File: src/rtl/jt51_host_pkg.sv
// jt51_host_pkg: shared types and constants for the JT51 host bus initiator.
//   state_e  - FSM states of jt51_host
//   pair_t   - one queued register write {addr, data}
//   BUSY_BIT - index of the busy flag in the jt51 status byte
//   CNT_W    - width of the shared state down-counter
package jt51_host_pkg;

    typedef enum logic [2:0] {
        StIdle,
        StAwr,
        StAgap,
        StDwr,
        StSettle,
        StBwait
    } state_e;

    localparam int unsigned BUSY_BIT = 7;

    // Wide enough for the largest load value (TIMEOUT - 1).
    localparam int unsigned CNT_W = 16;

    typedef struct packed {
        logic [7:0] addr;
        logic [7:0] data;
    } pair_t;

endpackage

File: src/rtl/jt51_host_if.sv
// jt51_host_if: client request channel into jt51_host.
//   req_valid - client offers a pair
//   req_ready - host FIFO not full; pair taken on req_valid && req_ready
//   req_addr  - YM2151 register address
//   req_data  - register data
// Modports: master (client side), slave (jt51_host side).
interface jt51_host_if;

    logic       req_valid;
    logic       req_ready;
    logic [7:0] req_addr;
    logic [7:0] req_data;

    modport master (
        output req_valid,
        output req_addr,
        output req_data,
        input  req_ready
    );

    modport slave (
        input  req_valid,
        input  req_addr,
        input  req_data,
        output req_ready
    );

endinterface

File: src/rtl/jt51_host_fifo.sv
// jt51_host_fifo: synchronous FIFO, depth 2**AW, registered write.
//   clk, rst_n - clock, asynchronous active-low reset (clears pointers/count)
//   push/wdata - write request; ignored when full
//   pop/rdata  - read request; rdata shows the head entry, ignored when empty
//   full/empty - status flags
//   level      - entries held, 0..2**AW
module jt51_host_fifo #(
    parameter int unsigned AW = 4,
    parameter int unsigned DW = 16
) (
    input  logic          clk,
    input  logic          rst_n,
    input  logic          push,
    input  logic [DW-1:0] wdata,
    input  logic          pop,
    output logic [DW-1:0] rdata,
    output logic          full,
    output logic          empty,
    output logic [AW:0]   level
);

    localparam int unsigned DEPTH = 2 ** AW;

    logic [DW-1:0] mem_q [DEPTH];
    logic [AW-1:0] wr_ptr_q;
    logic [AW-1:0] rd_ptr_q;
    logic [AW:0]   cnt_q;
    logic          do_push;
    logic          do_pop;

    assign full    = (cnt_q == (AW + 1)'(DEPTH));
    assign empty   = (cnt_q == '0);
    assign level   = cnt_q;
    assign rdata   = mem_q[rd_ptr_q];
    assign do_push = push && !full;
    assign do_pop  = pop && !empty;

    always_ff @(posedge clk) begin
        if (do_push) begin
            mem_q[wr_ptr_q] <= wdata;
        end
    end

    // Pointers wrap naturally because DEPTH is a power of two.
    always_ff @(posedge clk or negedge rst_n) begin
        if (!rst_n) begin
            wr_ptr_q <= '0;
            rd_ptr_q <= '0;
            cnt_q    <= '0;
        end else begin
            if (do_push) begin
                wr_ptr_q <= wr_ptr_q + 1'b1;
            end
            if (do_pop) begin
                rd_ptr_q <= rd_ptr_q + 1'b1;
            end
            if (do_push && !do_pop) begin
                cnt_q <= cnt_q + 1'b1;
            end else if (do_pop && !do_push) begin
                cnt_q <= cnt_q - 1'b1;
            end
        end
    end

endmodule

File: src/rtl/jt51_host.sv
// jt51_host: bus initiator for the JT51 CPU port. Queued {addr, data} pairs are
// issued as an address write (a0=0) then a data write (a0=1); the block then
// waits for status[7] (busy) to clear before the next pair.
//   clk, rst_n     - clock, asynchronous active-low reset
//   req            - jt51_host_if.slave request channel (valid/ready/addr/data)
//   level          - pairs queued, excluding the one in flight
//   idle           - FIFO empty and FSM idle
//   err, err_clr   - sticky busy-timeout flag and its clear
//   cs_n, wr_n, a0 - jt51 bus strobes / register select
//   dout           - byte driven to jt51 din
//   status         - jt51 dout; only the busy bit is used
// Optional: define JT51_HOST_TIMEOUT_EN to bound the busy wait to TIMEOUT cycles
// and flag err; otherwise the wait is unbounded and err is tied low.
module jt51_host
    import jt51_host_pkg::*;
#(
    parameter int unsigned FIFO_AW = 4,
    parameter int unsigned WR_LEN  = 4,
    parameter int unsigned GAP_LEN = 2,
    parameter int unsigned SETTLE  = 8,
    parameter int unsigned TIMEOUT = 2047
) (
    input  logic             clk,
    input  logic             rst_n,
    jt51_host_if.slave       req,
    output logic [FIFO_AW:0] level,
    output logic             idle,
    output logic             err,
    input  logic             err_clr,
    output logic             cs_n,
    output logic             wr_n,
    output logic             a0,
    output logic [7:0]       dout,
    input  logic [7:0]       status
);

    localparam logic [CNT_W-1:0] WR_LOAD     = CNT_W'(WR_LEN - 1);
    localparam logic [CNT_W-1:0] GAP_LOAD    = CNT_W'(GAP_LEN - 1);
    localparam logic [CNT_W-1:0] SETTLE_LOAD = CNT_W'(SETTLE - 1);
    localparam logic [CNT_W-1:0] TO_LOAD     = CNT_W'(TIMEOUT - 1);

    state_e           state_q;
    logic [CNT_W-1:0] cnt_q;
    logic             strobe_n_q;
    logic             a0_q;
    logic [7:0]       dout_q;
    logic [7:0]       data_q;

    pair_t head;
    logic  empty;
    logic  full;
    logic  pop;

    assign req.req_ready = !full;
    assign pop           = (state_q == StIdle) && !empty;
    assign idle          = (state_q == StIdle) && empty;

    // One register feeds both strobes so they can never skew apart.
    assign cs_n = strobe_n_q;
    assign wr_n = strobe_n_q;
    assign a0   = a0_q;
    assign dout = dout_q;

    jt51_host_fifo #(
        .AW (FIFO_AW),
        .DW (16)
    ) u_fifo (
        .clk   (clk),
        .rst_n (rst_n),
        .push  (req.req_valid && req.req_ready),
        .wdata ({req.req_addr, req.req_data}),
        .pop   (pop),
        .rdata (head),
        .full  (full),
        .empty (empty),
        .level (level)
    );

    // The shared counter is loaded with (cycles - 1) on each state entry; the
    // state exits on the cycle it reads zero.
    always_ff @(posedge clk or negedge rst_n) begin
        if (!rst_n) begin
            state_q    <= StIdle;
            cnt_q      <= '0;
            strobe_n_q <= 1'b1;
            a0_q       <= 1'b0;
            dout_q     <= '0;
            data_q     <= '0;
        end else begin
            unique case (state_q)
                StIdle: begin
                    if (!empty) begin
                        dout_q     <= head.addr;
                        data_q     <= head.data;
                        a0_q       <= 1'b0;
                        strobe_n_q <= 1'b0;
                        cnt_q      <= WR_LOAD;
                        state_q    <= StAwr;
                    end
                end
                StAwr: begin
                    if (cnt_q == '0) begin
                        strobe_n_q <= 1'b1;
                        cnt_q      <= GAP_LOAD;
                        state_q    <= StAgap;
                    end else begin
                        cnt_q <= cnt_q - 1'b1;
                    end
                end
                StAgap: begin
                    if (cnt_q == '0) begin
                        a0_q       <= 1'b1;
                        dout_q     <= data_q;
                        strobe_n_q <= 1'b0;
                        cnt_q      <= WR_LOAD;
                        state_q    <= StDwr;
                    end else begin
                        cnt_q <= cnt_q - 1'b1;
                    end
                end
                StDwr: begin
                    if (cnt_q == '0) begin
                        strobe_n_q <= 1'b1;
                        cnt_q      <= SETTLE_LOAD;
                        state_q    <= StSettle;
                    end else begin
                        cnt_q <= cnt_q - 1'b1;
                    end
                end
                StSettle: begin
                    // Busy is not yet valid here: the chip needs a cen_p1
                    // sample plus a register stage to raise it.
                    if (cnt_q == '0) begin
                        cnt_q   <= TO_LOAD;
                        state_q <= StBwait;
                    end else begin
                        cnt_q <= cnt_q - 1'b1;
                    end
                end
                StBwait: begin
                    if (!status[BUSY_BIT]) begin
                        state_q <= StIdle;
`ifdef JT51_HOST_TIMEOUT_EN
                    end else if (cnt_q == '0) begin
                        state_q <= StIdle;
                    end else begin
                        cnt_q <= cnt_q - 1'b1;
`endif
                    end
                end
                default: begin
                    state_q <= StIdle;
                end
            endcase
        end
    end

`ifdef JT51_HOST_TIMEOUT_EN
    logic err_q;
    logic timeout_hit;

    assign timeout_hit = (state_q == StBwait) && status[BUSY_BIT] && (cnt_q == '0);
    assign err         = err_q;

    // A timeout on the same edge as err_clr keeps the flag set.
    always_ff @(posedge clk or negedge rst_n) begin
        if (!rst_n) begin
            err_q <= 1'b0;
        end else if (timeout_hit) begin
            err_q <= 1'b1;
        end else if (err_clr) begin
            err_q <= 1'b0;
        end
    end
`else
    logic unused_err_clr;

    assign err            = 1'b0;
    assign unused_err_clr = err_clr;
`endif

    // Only the busy bit of status is meaningful.
    logic unused_status;
    assign unused_status = ^(status & ~(8'h01 << BUSY_BIT));

endmodule
File: src/flat_wrapper.sv
// flat-port wrapper written by rule: the top's interface ports become plain ports
module jt51_host_flat import jt51_host_pkg::*;
#(
    parameter int unsigned FIFO_AW = 4,
    parameter int unsigned WR_LEN  = 4,
    parameter int unsigned GAP_LEN = 2,
    parameter int unsigned SETTLE  = 8,
    parameter int unsigned TIMEOUT = 2047
)
  (clk, rst_n, level, idle, err, err_clr, cs_n, wr_n, a0, dout, status, req_req_valid, req_req_addr, req_req_data, req_req_ready);
  jt51_host_if req_i ();
  input  logic clk;
  input  logic rst_n;
  output logic [FIFO_AW:0] level;
  output logic idle;
  output logic err;
  input  logic err_clr;
  output logic cs_n;
  output logic wr_n;
  output logic a0;
  output logic [7:0] dout;
  input  logic [7:0] status;
  input wire logic [$bits(req_i.req_valid)-1:0] req_req_valid;
  input wire logic [$bits(req_i.req_addr)-1:0] req_req_addr;
  input wire logic [$bits(req_i.req_data)-1:0] req_req_data;
  output wire logic [$bits(req_i.req_ready)-1:0] req_req_ready;
  assign req_i.req_valid = req_req_valid;
  assign req_i.req_addr = req_req_addr;
  assign req_i.req_data = req_req_data;
  assign req_req_ready = req_i.req_ready;
  jt51_host #(.FIFO_AW(FIFO_AW), .WR_LEN(WR_LEN), .GAP_LEN(GAP_LEN), .SETTLE(SETTLE), .TIMEOUT(TIMEOUT)) u_core (.clk(clk), .rst_n(rst_n), .req(req_i), .level(level), .idle(idle), .err(err), .err_clr(err_clr), .cs_n(cs_n), .wr_n(wr_n), .a0(a0), .dout(dout), .status(status));
endmodule
File: config.mk
export PLATFORM = sky130hd
export DESIGN_NAME = jt51_host_flat
export DESIGN_NICKNAME = d
export VERILOG_FILES = /design/src/rtl/jt51_host_pkg.sv /design/src/rtl/jt51_host_if.sv /design/src/rtl/jt51_host_fifo.sv /design/src/rtl/jt51_host.sv /design/src/flat_wrapper.sv
export SDC_FILE = /design/constraint.sdc
export NUM_CORES = 1
export LEC_CHECK = 0
export BUFFER_PORTS_ARGS = -buffer_cell sky130_fd_sc_hd__buf_2
export CAP_MARGIN = 20
export CELL_PAD_IN_SITES_DETAIL_PLACEMENT = 1
export CELL_PAD_IN_SITES_GLOBAL_PLACEMENT = 2
export CORE_UTILIZATION = 25
export DETAILED_ROUTE_END_ITERATION = 10
export GPL_TIMING_DRIVEN = 1
export PLACE_DENSITY_LB_ADDON = 0.3
export REMOVE_ABC_BUFFERS = 1
export SYNTH_ARGS = -nofsm -noshare
export SYNTH_HDL_FRONTEND = slang
export SYNTH_HIERARCHICAL = 1
export SYNTH_SLANG_ARGS = --single-unit
File: constraint.sdc
create_clock -name clk -period 4.1 [get_ports clk]
set_input_delay 0.82 -clock clk [delete_from_list [all_inputs] [get_ports clk]]
set_output_delay 0.82 -clock clk [all_outputs]
set_load 0.005 [all_outputs]
=== After elaboration in Yosys (flattened, before gate mapping) ===
Memory sizes are Yosys's and may differ from the RTL's.
Cells that the tools add are included.
W data, S select, Z words.

* Bitwise operators: 1
* Eq/ne operators: 13
* Reduce and logical (&&, ||, !) cells: 24
* $add $sub $neg: 5
* Muxes and demuxes: 25

{| class="wikitable"
|+ Operators by type and width
! operator !! count
|-
| $mux W16 || 5
|-
| $pmux W16 S5 || 1
|-
| $mux W3 || 6
|-
| $pmux W3 S6 || 1
|-
| $logic_not A16 Y1 || 1
|-
| $mux W8 || 2
|-
| $pmux W8 S2 || 1
|-
| $sub A16 B1 Y16 const B || 1
|-
| $mux W5 || 2
|-
| $ne A2 B1 Y1 const B || 5
|-
| $add A4 B1 Y4 const B || 2
|-
| $logic_and A1 B1 Y1 || 7
|-
| $eq A3 B2 Y1 const B || 2
|-
| $eq A3 B3 Y1 const B || 2
|-
| $reduce_and A6 Y1 || 1
|-
| $add A5 B1 Y5 const B || 1
|-
| $eq A5 B5 Y1 const B || 1
|-
| $logic_not A5 Y1 || 1
|-
| $mux W1 || 5
|-
| $reduce_bool A5 Y1 || 1
|-
| $sub A5 B1 Y5 const B || 1
|-
| $logic_not A1 Y1 || 4
|-
| $ne A2 B2 Y1 const B || 2
|-
| $reduce_and A2 Y1 || 2
|-
| other kinds (10) || 11
|}

* Input bits: 28
* Flip-flop bits (word level): 50
* Memories: 1
* RAM bits: 256

{| class="wikitable"
|+ Memories
! name !! depth !! bits a word !! read ports !! clocked after Yosys merged registers in !! wr ports !! RTL line !! RTL
|-
| u_core.u_fifo.mem_q || 16 || 16 || 1 || 0 || 1 || jt51_host_fifo.sv:24 || <nowiki>logic [DW-1:0] mem_q [DEPTH];</nowiki>
|}

=== Logic depth before layout (Yosys ltp) ===
* Depth after elaboration: 8
* Mapped depth: 14
* Gate-level depth less buffers: 13

=== Modules after synthesis ===
Netlist, hierarchy kept.

{| class="wikitable"
|+ By module, submodules not included
! module !! seq. area each (sq um) !! area an instance (sq um) !! cells an instance !! times used
|-
| jt51_host_fifo || 8012.7 || 10900.5 || 552 || 1
|-
| jt51_host || 927.1 || 2252.2 || 238 || 1
|}

=== Worst setup path after synthesis ===
OpenSTA, ideal clock, no wires.

* Path kind: register -> register
* From: register u_core.u_fifo.cnt_q[0], in the netlist u_core/u_fifo/level[0]
* To: register u_core.u_fifo.cnt_q[4], in the netlist u_core/u_fifo/level[4]
* Library setup time: 0.080 ns
* Required time: 4.020 ns
* Setup slack: 0.893 ns
* Path buffers: 1
* Stages on the path, launching flop included: 15
* Data arrival time: 3.128 ns
* Clock period less this slack: 3.207 ns
* Cell sequence: dfrtp_1 -> or4_4 -> nor2_1 -> clkbuf_1 -> or3_1 -> nor2_2 -> o21a_4 -> clkinv_2 -> ha_1 -> inv_1 -> fa_1 -> a21o_1 -> a21oi_1 -> mux2i_1 -> xnor2_1

* Longest elaborated chain between the ends: 7

{| class="wikitable"
|+ RTL lines
! what !! RTL line !! RTL
|-
| from (decl) || jt51_host_fifo.sv:27 || <nowiki>logic [AW:0] cnt_q;</nowiki>
|-
| from (signal assigned) || jt51_host_fifo.sv:58 || <nowiki>cnt_q <= cnt_q + 1'b1;</nowiki>
|-
| from (signal assigned) || jt51_host_fifo.sv:60 || <nowiki>cnt_q <= cnt_q - 1'b1;</nowiki>
|-
| $logic_not A5 Y1 * || jt51_host_fifo.sv:32 || <nowiki>assign empty = (cnt_q == '0);</nowiki>
|-
| named net u_core.empty || jt51_host.sv:50 || <nowiki>logic empty;</nowiki>
|-
| $logic_not A1 Y1 * || jt51_host.sv:55 || <nowiki>assign pop = (state_q == StIdle) && !empty;</nowiki>
|-
| $logic_and A1 B1 Y1 * || jt51_host.sv:55 ||
|-
| named net u_core.pop || jt51_host.sv:52 || <nowiki>logic pop;</nowiki>
|-
| $logic_and A1 B1 Y1 * || jt51_host_fifo.sv:36 || <nowiki>assign do_pop = pop && !empty;</nowiki>
|-
| $logic_not A1 Y1 || jt51_host_fifo.sv:57 || <nowiki>if (do_push && !do_pop) begin</nowiki>
|-
| $logic_and A1 B1 Y1 || jt51_host_fifo.sv:57 ||
|-
| $mux W5 / $reduce_bool A2 Y1 (equally long branches) || - ||
|}

Mark *: on every way through the listed nets, which the timed path passes. The rest lies on a longest branch. The select of a mux whose other input is x is not followed.
A chain may end at the register's enable or synchronous reset.

=== Worst setup path in the final report ===
Same ends and word-level chain as after synthesis.

==> flow_summary.toml <==
[cts]
clk_latency_ns = 0.53
cts.htree.levels = 2
cts_resized = 0
cts.clk_slew.worst_paths_ns = 0.06
clkSinkCount = 306
postCtsHoldBufs = 0
ctsRootBufferMaster = "clkbuf_16"
cts_inserted_buffers = 35
cts_tree = "built"
clockBufferDepth = 3
post_cts_buffers = 0

[placed_design]
place_inst = 1500
placed_cell_area_sq_um = 14220
hpwl_mm = 21.77
portBuffers = 37
place_congestion = 0.7261

[synthesis]
ys_seq_area_share_pct = 67.97
syn_area_sq_um = 13150
ys_warn_count = 6
syn-mean-instance-area_sq_um = 16.65
async_flop_share_pct = 16.34
synthCells = 790
synth_flop_cell = "edfxtp_1"
yosysTopAreaCellShare_pct = 58.45
synth_top_cell_by_area = "edfxtp_1"
ys_ff_latch = 306
ys_types = 77
synth_area_leaders = "edfxtp_1 58%, dfrtp_1 9.3%, mux4_2 5.5%"
synth_edf_count = 256

[timing]
tightest_slew_ns = 0.9754
setup_viol = 0
rsz0062_at_grt = "no"
maxSlewViolCount = 0
skew_ns = 0.02133
period_needed_ns = 3.476
relSlewSlack_pct = 34.98
final.period_utilization_pct = 84.79
max_freq_mhz = 287.6
hold_viol_final = 0

[power_and_ir_drop]
p_leak_nw = 5.317
worst_ir_drop_vdd_v = 0.0003414
p_per_area_nw_per_um2 = 713.1

[cells_and_area]
nets = 897
post-route-util_pct = 29.78
stdcell_count = 1562
areaGrowthSynthToFinish_pct = 16.88
ff_latch_area_sq_um = 8945
final.fill_count = 5373
drive_above_1_share_pct = 28.57
multiInputGateArea_sq_um = 3841
stdcell_area_sq_um = 15370
diodes = 0

[setup_path]
start_kind = "flop"
arrival_ns = 3.92
critPathSlowestCell = "nor2_2"
path_max_fanout = 10
crit_chain = "or4_4, nor2_1, or3_1, nor2_2, o21a_4, clkinv_2, ha_1, inv_1, ha_1, a21o_1, a21oi_1, mux2i_1, xnor2_1"
worstRegToRegCells = 13
critPathMostFrequentCell = "ha_1"
cp-end-kind = "flop"
cp.required_ns = 4.55
crit_type = "flop to flop"
cpPeakStageDelay_ns = 0.56

[drt]
drt_pass1_iterations = 4
vias = 7330
initialDrtViolationCount = 479
drc = 0
viasPerCell = 4.693
wl_per_cell_um = 22.41
drt_wl_total_mm = 35.00
final_antenna_net_count = 0

[flow_run]
maxCapViolCount = 0

[global_routing]
grt_pass1_vias = 7712
grt_usage_pct = 13.33
grt_overflow = 0
grt_max_degree = 42
grt_pass1_wl_mm = 52.42
antenna_found_initial = 2

[floorplan]
die_x_um = 231.4
coreArea_sq_um = 51610
rows = 83
design.die.area_sq_um = 53530
io_pins = 47
start_util_pct = 25.48
die_h_um = 231.4

[worst_hold_path]
hold_path.class = "input port to async pin"

[outcome]
status = "completed"
metrics by stage:
stage | hold WS, ns | total power [mW] | setup TNS (ns) | worst slack, ns
floorplan | 0.4648 | 6.636 | -11.20 | -0.7951
global placement | 0.4672 | 7.878 | 0 | 0.6224
detailed placement | 0.4988 | 7.937 | 0 | 0.5752
CTS | 0.4663 | 11.16 | 0 | 0.5495
global route | 0.4926 | 11.57 | 0 | 0.3826
finish | 0.4505 | 10.96 | 0 | 0.6235
layout by cell type, fill, tap and decap left out, drive strengths merged, types with 4 or more instances in the layout:
cell type / count
xor2: 6
clkbuf: 43
mux2i: 65
a21oi: 21
mux2: 9
nand4: 4
mux4: 32
clkinv: 14
ha: 11
edfxtp: 256
inv: 14
nand2: 37
buf: 81
nor2: 42
nand3: 7
a221oi: 33
dfrtp: 49
xnor2: 10
and2: 4
or3: 11
nor3: 13
o21ai: 32
a22oi: 16
nor2b: 4
bufinv: 5
o221a: 8
nor4: 7
o21a: 5
critical path: cells and delay by family, from the launching register on:
family          cells  cell delay, ns
compound gates      3            0.60
xor+xnor            1            0.13
fa+ha+maj           2            0.49
buf+inv             2            0.24
flops               1            0.49
mux                 1            0.24
simple gates        4            1.20
final cells by class:
type / instances / area share [%]
flip-flops and latches: 306 / 58.19
multi-input cells: 419 / 24.99
clock buffers: 43 / 6.031
well taps: 680 / 5.535
repair buffers: 81 / 3.435
clock inverters: 19 / 1.473
inverters: 14 / 0.3500
cell families (layout without fill, tap and decap cells):
family / after synthesis / count (layout) / share of synthesized area (%)
other cells: 1 / 1 / 0.02851
xor+xnor: 16 / 16 / 1.065
fa+ha+maj: 12 / 12 / 1.199
buf+inv: 65 / 157 / 3.215
compound gates: 139 / 139 / 9.104
flops: 306 / 306 / 67.97
mux: 106 / 106 / 11.20
simple gates: 145 / 145 / 6.222
power breakdown:
part | switching (mW) | leakage (nW) | total [mW] | internal, mW
clock network | 1.25 | 0.565 | 3.18 | 1.92
logic | 1.99 | 1.84 | 3.44 | 1.45
registers | 0.473 | 2.91 | 4.35 | 3.87
final timing paths:
check / startpoint / endpoint / slack (ns)
min in group clk: u_core/cs_n / u_core/cs_n / 0.49
max in group asynchronous: rst_n / u_core/dout[6] / 2.86
worst min-delay path: rst_n / u_core/cnt_q[14] / 0.45
worst max register to register: u_core/u_fifo/level[0] / u_core/u_fifo/level[4] / 0.62
worst min register to register: u_core/cs_n / u_core/cs_n / 0.49
worst max-delay path: u_core/u_fifo/level[0] / u_core/u_fifo/level[4] / 0.62
sequential cells by signal, indices dropped and copies added (netlist names), 3 cells and up:
name,cells
u_core/u_fifo/wr_ptr_q,4
u_core/u_fifo/mem_q,256
u_core/data_q,8
u_core/state_q,3
u_core/cnt_q,16
u_core/u_fifo/rd_ptr_q,4
u_core/dout,8
u_core/u_fifo/level,5
per-layer routing:
layer	routed length, um	vias to the layer above	global-route usage, %
met2	16890	103	21.94
met1	16200	3905	18.08
met3	1236	52	2.276
met5	10	-	0
met4	654	2	3.415
li1	-	3268	-
cells in the mapped netlist (3+ instances only):
cell and instances:
and4_2 3, nor2b_1 3, or3_1 11, nor2_1 41, nand4_1 3, nand3_1 6, a22oi_1 16, ha_1 11
a221oi_2 30, mux2_2 9, buf_2 10, and2_1 4, clkbuf_1 14, dfrtp_1 49, buf_6 9, mux2i_1 65
a221oi_1 3, nor4_1 4, inv_1 12, nor3_2 3, nand2_1 36, o221a_2 8, o22ai_1 3, buf_4 10
xnor2_1 10, edfxtp_1 256, xor2_1 6, o21ai_0 30, nor3_1 10, mux4_2 32, a21oi_1 21, o21a_1 4
a31oi_1 3
(Power assumes the default switching activity.)
